[src/rtl/bus_master_arb_pkg.sv]
// Shared definitions for the four-master round-robin bus arbiter.
package bus_master_arb_pkg;

    localparam int unsigned ADDR_W      = 30;
    localparam int unsigned DATA_W      = 32;
    localparam int unsigned NUM_MASTERS = 4;

    localparam logic READ     = 1'b1;
    localparam logic WRITE    = 1'b0;
    localparam logic ENABLE_  = 1'b0;
    localparam logic DISABLE_ = 1'b1;

    typedef enum logic {
        BUS_ARB_STATE_IDLE = 1'b0,
        BUS_ARB_STATE_BUSY = 1'b1
    } bus_arb_state_e;

    typedef logic [1:0] bus_owner_t;

    localparam bus_owner_t BUS_OWNER_MASTER_0 = 2'd0;
    localparam bus_owner_t BUS_OWNER_MASTER_1 = 2'd1;
    localparam bus_owner_t BUS_OWNER_MASTER_2 = 2'd2;
    localparam bus_owner_t BUS_OWNER_MASTER_3 = 2'd3;

    // Active-low one-hot grant vector for a single owner.
    function automatic logic [3:0] grant_low(input bus_owner_t idx);
        return ~(4'b0001 << idx);
    endfunction

endpackage

[src/rtl/bus_rr_pick.sv]
// Combinational round-robin picker: first active-low request at or after start, with wrap.
module bus_rr_pick
    import bus_master_arb_pkg::*;
(
    input  logic [3:0] req_,
    input  bus_owner_t start,
    output bus_owner_t idx,
    output logic       valid
);

    bus_owner_t cand;

    // Scan from the farthest offset down so the nearest requester wins last.
    always_comb begin
        idx   = start;
        valid = 1'b0;
        cand  = start;
        for (int k = 3; k >= 0; k--) begin
            cand = start + 2'(k);
            if (!req_[cand]) begin
                idx   = cand;
                valid = 1'b1;
            end
        end
    end

endmodule

[src/rtl/bus_master_arb.sv]
// Four-master round-robin arbiter with hold-while-requesting grants and shared-bus mux.
module bus_master_arb
    import bus_master_arb_pkg::*;
(
    input  logic                       clk,
    input  logic                       reset,
    input  logic [3:0]                 m_req_,
    input  logic [4*ADDR_W-1:0]        m_addr,
    input  logic [3:0]                 m_as_,
    input  logic [3:0]                 m_rw,
    input  logic [4*DATA_W-1:0]        m_wr_data,
    output logic [3:0]                 m_grnt_,
    output logic [ADDR_W-1:0]          s_addr,
    output logic                       s_as_,
    output logic                       s_rw,
    output logic [DATA_W-1:0]          s_wr_data,
    output bus_owner_t                 owner
);

    bus_arb_state_e state;
    bus_owner_t     pick_idx;
    logic           pick_valid;

    // The scan starts past the current owner; a releasing owner has its request high anyway.
    bus_rr_pick u_pick (
        .req_  (m_req_),
        .start (owner + 2'd1),
        .idx   (pick_idx),
        .valid (pick_valid)
    );

    always_ff @(posedge clk or posedge reset) begin
        if (reset) begin
            state   <= BUS_ARB_STATE_IDLE;
            owner   <= BUS_OWNER_MASTER_3;
            m_grnt_ <= 4'b1111;
        end else begin
            unique case (state)
                BUS_ARB_STATE_IDLE: begin
                    if (pick_valid) begin
                        state   <= BUS_ARB_STATE_BUSY;
                        owner   <= pick_idx;
                        m_grnt_ <= grant_low(pick_idx);
                    end
                end
                BUS_ARB_STATE_BUSY: begin
                    if (m_req_[owner]) begin
                        if (pick_valid) begin
                            owner   <= pick_idx;
                            m_grnt_ <= grant_low(pick_idx);
                        end else begin
                            // Owner is kept so the next scan continues fairly.
                            state   <= BUS_ARB_STATE_IDLE;
                            m_grnt_ <= 4'b1111;
                        end
                    end
                end
                default: begin
                    state   <= BUS_ARB_STATE_IDLE;
                    m_grnt_ <= 4'b1111;
                end
            endcase
        end
    end

    always_comb begin
        s_addr    = '0;
        s_as_     = DISABLE_;
        s_rw      = READ;
        s_wr_data = '0;
        if (state == BUS_ARB_STATE_BUSY) begin
            s_addr    = m_addr[owner*ADDR_W +: ADDR_W];
            s_as_     = m_as_[owner];
            s_rw      = m_rw[owner];
            s_wr_data = m_wr_data[owner*DATA_W +: DATA_W];
        end
    end

endmodule

[config.mk]
export PLATFORM = sky130hd
export DESIGN_NAME = bus_master_arb
export DESIGN_NICKNAME = d
export VERILOG_FILES = /design/src/rtl/bus_master_arb_pkg.sv /design/src/rtl/bus_rr_pick.sv /design/src/rtl/bus_master_arb.sv
export SDC_FILE = /design/constraint.sdc
export NUM_CORES = 1
export LEC_CHECK = 0
export ABC_AREA = 1
export BUFFER_PORTS_ARGS = -buffer_cell sky130_fd_sc_hd__buf_2
export CORE_AREA = 2 2 128 130
export CTS_BUF_LIST = sky130_fd_sc_hd__clkbuf_2
export DETAILED_ROUTE_END_ITERATION = 7
export DIE_AREA = 0 0 130 132
export SLEW_MARGIN = 30
export SYNTH_ARGS = -nofsm -noshare
export SYNTH_HDL_FRONTEND = slang
export SYNTH_HIERARCHICAL = 1
export SYNTH_SLANG_ARGS = --single-unit
[constraint.sdc]
create_clock -name clk -period 2.08 [get_ports clk]
set_input_delay 0.104 -clock clk [delete_from_list [all_inputs] [get_ports clk]]
set_output_delay 0.104 -clock clk [all_outputs]
set_load 0.03 [all_outputs]
==> qor.txt, run 1 <==
Hold Crit Class = primary input to asynchronous set/reset pin
CP max FO = 6
Mapped Area = 2920 um^2
nets = 1181
Worst EP required = 2260 ps
Flop pwr share = 3.8%
Clock power frac = 1.1%
Post-synth top cells = 251 x nor2_1, 95 x o21ai_1, 66 x a21oi_1, 47 x nand2_1, 33 x o21ai_0
yosys warns = 6
number of global-route vias before repair = 4291
hold slack final = 327 ps
Synth Flop Type = dfstp_2
placed cells = 1118
post-DR wirelength/cell = 14.3 um
Multi-input gate area = 2440 um^2
Syn Area/Cell = 4.82 um^2
Boundary Pins = 332
status = complete, no violations
setup ws final = 33.4 ps
GR Overflow Total = 0
fmax = 0.489 GHz
PD cells = 1890 nW/um^2
cell area after layout = 5090 um^2
total clock buffers created by CTS = 3
# diodes = 0
final period utilization = 98.4%
Syn-to-layout area delta = 74.2%
worst slack, placed = 87.1 ps
RSZ-0062 raised after global routing = true
skew final = 3.48 ps
cell taking the most area after synthesis = nor2_1
Gate power share = 95.1%
R2R Path End = m_grnt_[0]
Vias/cell = 4.55
total track usage = 15.4%
sequential element share of the synthesized area = 6.25%
worst setup path class = flop to flop
first drt pass iteration count = 5
HPWL Detailed = 11300 um
critical path arrival = 2220 ps
I/O Buffers = 331
chip height = 132 um
overall power = 9.63 mW
CTS Root Cell = clkbuf_2
Final ANT Viol Nets = 0
placed cell area = 4740 um^2
setup TNS = 0 ps
top-count cell post-synth = nor2_1
Max Transition Viols Final = 0
First DRT Iteration DRCs = 378
syn nets = 868
Yosys top cell area share = 32.2%
share of post-route cells with drive strength above 1 = 44.9%
Filler cells = 1785
Hold Vio Cnt, Final = 0
flop2flop setup slack = 30 ps
Rows = 46
Sink Count = 7
die area = 17200 um^2
Cells after Synth = 606
Worst slew margin = 60.4%
H-tree levels = 1
pin count of the biggest net entering global routing = 73
Initial Utilization = 18.6%
startpoint types = flop
switch share = 63.5%
Area contributors post-synth = nor2_1 32%, o21ai_1 16%, a21oi_1 11%, nand2_1 6.0%, o21ai_0 5.7%
Worst Setup End Kind = flop
Net Sw Power = 6.11 mW
Post-synth EDFFs = 0
Final min period = 2050 ps
worst r2r src = owner[0]
distinct cell type count after synthesis = 25
CORE AREA = 15700 um^2
number of antenna violations at the first check in global routing = 0
Finished Layout Cells = 1134
global-route wire length before repair = 21300 um
FF+latch area = 186 um^2
max cap viols = 0
CTS tree = built
# setup viols final = 0
async set-reset flop share out of synthesis = 100%
final WL = 16200 um
FF+latch count, synth = 7
worst reg-to-reg path cell count = 15
peak supply drop = 994 uV
Die X-Extent = 130 um
Worst-path clk slew = 80 ps
Leakage = 2.70 nW
pin slew with the least headroom to its limit = 594 ps
final core utilization = 32.4%
Power Internal = 3.52 mW
CTS Buffer Depth = 2
Vias = 5162
RD Place Congestion = 0.886
clk_lat worst skew = 240 ps
# DRC = 0
## worst max-delay path, cell delays in order (launching register included)
cell and delay [ps]:
dfstp_4 720, xor2_2 180, buf_6 170, inv_2 40, nand2_2 60, nand2_4 80, nand2_4 80, nand2_4 60
nand2_2 80, nand3_2 90, nand2_2 80, nand2_4 70, inv_2 80, nand3_2 80, nand3_2 70, nand2_2 40
## worst max path at each step
stage                        start            end  slack (ps)  cells after the start
after floorplan           owner[0]     m_grnt_[0]        -100                     17
after global placement    owner[0]     m_grnt_[3]         120                     10
after detailed placement  owner[0]     m_grnt_[1]          90                     10
after CTS                 owner[1]  s_wr_data[22]           3                      5
after global routing      owner[0]       owner[1]         -80                     15
final                     owner[0]     m_grnt_[0]          30                     15
## registers in the layout (all words and copies together) (netlist names)
signal / cells
m_grnt_: 4
state: 1
owner: 2
## power by group through the flow
stage	Clock, mW	Combinational (mW)	Sequential, mW
3_5_place_dp	0	8.05	0.333
4_1_cts	0.110	8.08	0.333
2_1_floorplan	0	6.04	0.425
6_report	0.107	9.16	0.361
3_3_place_gp	0	8.05	0.333
5_1_grt	0.112	9.91	0.370
## repair_timing
action                                 CTS  global route
setup buffers                            0             6
gates cloned                             0             5
setup endpoints to repair                1            43
endpoints found under the hold margin    1             0
pin swaps                                0            18
gates resized for setup                  1            53
hold buffers                             1             0
## cell usage in the layout (no fill, tap or decap), types with 5 or more instances in the layout
cell     synthesis  final
nand2_4          3      7
nand3_1         20     14
nand2_2          9     15
buf_2           17    322
a21oi_1         66     66
o21ai_1         95     97
o21ai_0         33     29
dfstp_2          6      5
buf_12           0      5
nor2_1         251    250
buf_4            6     19
inv_2            2      5
inv_1           12      8
nand2_1         47     37
nand3_2          0      6
## layout make-up
| cell class | instances | share of cell area (%) |
|---|---|---|
| Multi-Input combinational cell | 531 | 48.0 |
| Timing Repair Buffer | 360 | 41.2 |
| Tap cell | 216 | 5.31 |
| Sequential cell | 7 | 3.66 |
| Inverter | 16 | 1.47 |
| Clock buffer | 4 | 0.393 |
## cell families after synthesis
family,after synthesis,synth area share [%]
compound gates,196,33.8
xor+xnor,2,0.599
buf+inv,68,13.6
flops,7,6.25
simple gates,333,45.8
## layer usage
metal / vias up / global-route usage (%) / wire length [um]
met4: 0 / 2.99 / 145
met5: - / 0 / 0
li1: 2601 / - / -
met1: 2282 / 19.7 / 6780
met3: 12 / 1.70 / 1350
met2: 267 / 27.5 / 7930
Note: power is estimated with default switching activity, not from simulation.
==> run 2, diff against run 1 <==
--- a/config.mk
+++ b/config.mk
@@ -5,7 +5,6 @@
 export SDC_FILE = /design/constraint.sdc
 export NUM_CORES = 1
 export LEC_CHECK = 0
-export ABC_AREA = 1
 export BUFFER_PORTS_ARGS = -buffer_cell sky130_fd_sc_hd__buf_2
 export CORE_AREA = 2 2 128 130
 export CTS_BUF_LIST = sky130_fd_sc_hd__clkbuf_2
==> qor.txt, run 2 <==
status = finished, violations left
failing checks = setup timing
Mapped Area = 2470 um^2
placed cell area = 4470 um^2
Rows = 46
Worst slew margin = 72.5%
# DRC = 0
distinct cell type count after synthesis = 37
CTS tree = built
first drt pass iteration count = 4
Leakage = 2.55 nW
worst slack, placed = 84.8 ps
syn nets = 460
Filler cells = 1606
placed cells = 735
# setup viols final = 21
cell area after layout = 5300 um^2
I/O Buffers = 331
chip height = 132 um
Hold Vio Cnt, Final = 0
startpoint types = flop
Boundary Pins = 332
Finished Layout Cells = 752
commonest non-fill, non-tap cell in the layout = buf_2
hold slack final = 340 ps
Max Transition Viols Final = 0
Syn Area/Cell = 12.5 um^2
die area = 17200 um^2
Vias/cell = 4.37
First DRT Iteration DRCs = 84
cell taking the most area after synthesis = mux4_2
Synth Flop Type = dfstp_2
PD cells = 1600 nW/um^2
Cells after Synth = 198
Syn-to-layout area delta = 114%
top-count cell post-synth = mux4_2
critical path arrival = 2050 ps
GR Overflow Total = 0
max reg flops = 4
post-DR wirelength/cell = 17.5 um
CTS Root Cell = clkbuf_2
RSZ-0062 raised after global routing = true
worst reg-to-reg path cell count = 9
worst r2r src = owner[0]
largest register by flop count = m_grnt_
clk_lat worst skew = 240 ps
Sink Count = 7
Vias = 3287
RD Place Congestion = 0.872
Initial Utilization = 15.7%
fmax = 0.465 GHz
HPWL Detailed = 10800 um
max cap viols = 0
number of antenna violations at the first check in global routing = 0
peak supply drop = 730 uV
flop2flop setup slack = 40 ps
CTS Buffer Depth = 2
Area contributors post-synth = mux4_2 58%, and2_1 16%, dfstp_2 6.4%, buf_2 2.0%, a2bb2oi_1 1.4%
yosys warns = 6
async set-reset flop share out of synthesis = 100%
H-tree levels = 1
Worst Setup End Kind = primary output
Final ANT Viol Nets = 0
Post-synth top cells = 64 x mux4_2, 63 x and2_1, 10 x buf_2, 9 x clkbuf_1, 6 x dfstp_2
Worst-path clk slew = 90 ps
nets = 799
Die X-Extent = 130 um
skew final = 16.0 ps
Hold Crit Class = primary input to asynchronous set/reset pin
R2R Path End = owner[1]
setup ws final = -70.9 ps
final period utilization = 103%
Final min period = 2150 ps
worst setup path class = flop to primary output
biggest regs = m_grnt_: 4 flops, owner: 2 flops, state: 1 flops
pin slew with the least headroom to its limit = 412 ps
# diodes = 0
CP max FO = 6
pin count of the biggest net entering global routing = 40
sequential element share of the synthesized area = 7.39%
number of global-route vias before repair = 3475
total clock buffers created by CTS = 3
most frequent cells in the layout = 267 x buf_2, 64 x mux4_2, 62 x buf_6
FF+latch count, synth = 7
Worst EP required = 1980 ps
final WL = 13100 um
CORE AREA = 15700 um^2
Yosys top cell area share = 58.3%
share of post-route cells with drive strength above 1 = 94.6%
total track usage = 14.1%
Post-synth EDFFs = 0
global-route wire length before repair = 18600 um
run 2: cell types whose count changed after synthesis, moves of 32 or more:
cell,previous run,this run
nor2_1,251,2
mux4_2,0,64
nand2_1,47,3
o21ai_1,95,0
a21oi_1,66,2
o21ai_0,33,1
and2_1,0,63
run 2: logic make-up (layout without fill, tap and decap cells):
group,count (synthesis),count (layout),share of synthesized area (%)
mux,67,67,60.2
flops,7,7,7.39
simple gates,79,79,19.6
buf+inv,27,365,6.02
xor+xnor,1,1,0.354
compound gates,17,17,6.43
run 2: worst max-delay path by stage:
stage	from	endpoint	cells past startpoint
6_report	owner[0]	s_wr_data[0]	6
4_1_cts	owner[0]	s_wr_data[0]	6
3_5_place_dp	owner[0]	owner[1]	8
3_3_place_gp	owner[0]	s_addr[5]	5
2_1_floorplan	owner[0]	owner[1]	10
5_1_grt	owner[0]	s_wr_data[0]	6
run 2: worst max-delay path, stage by stage, from the launching register on:
cell and delay [ps]:
dfstp_4 650, buf_12 150, buf_12 130, buf_8 110, mux4_2 480, and2_4 170, buf_6 130
run 2: layer usage:
metal  vias up  GRT usage (%)  routed length [um]
met2       181           27.9                7210
met5         -              0                   0
li1       1482              -                   -
met3         8           2.07                 930
met4         0          0.836                  71
met1      1616           16.3                4930
run 2: timing repair:
item                                   CTS  global route
cloned                                   2             0
gates resized for setup                183            35
setup buffers                            9             2
setup endpoints to repair               59            69
pin swaps                                0             6
hold buffers                             1             0
endpoints found under the hold margin    1             0
run 2: cell type report:
class	count	area, um^2	area share [%]
repair buffers	357	2420	45.8
inverters	4	15.0	0.283
clock buffers	3	15.0	0.283
multi-input cells	164	2380	44.9
clock inverters	1	5.00	0.0945
well taps	216	270	5.10
flip-flops and latches	7	191	3.61
run 2: power breakdown:
part | switching (mW) | internal, mW | total [mW] | leakage (nW)
sequential | 0.0649 | 0.239 | 0.304 | 0.0727
clock | 0.0528 | 0.0435 | 0.0963 | 0.0164
combinational | 3.68 | 4.41 | 8.09 | 2.46
total | 3.79 | 4.69 | 8.49 | 2.55
run 2: stage by stage:
step                      power, mW  TNS [ps]  util (%)
after global routing           8.92     -4580      33.7
after detailed placement       6.25         0      28.4
final                          8.49      -546      33.7
after CTS                      8.23     -1530      33.1
after floorplan                4.67         0         -
after global placement         6.21         0      28.4
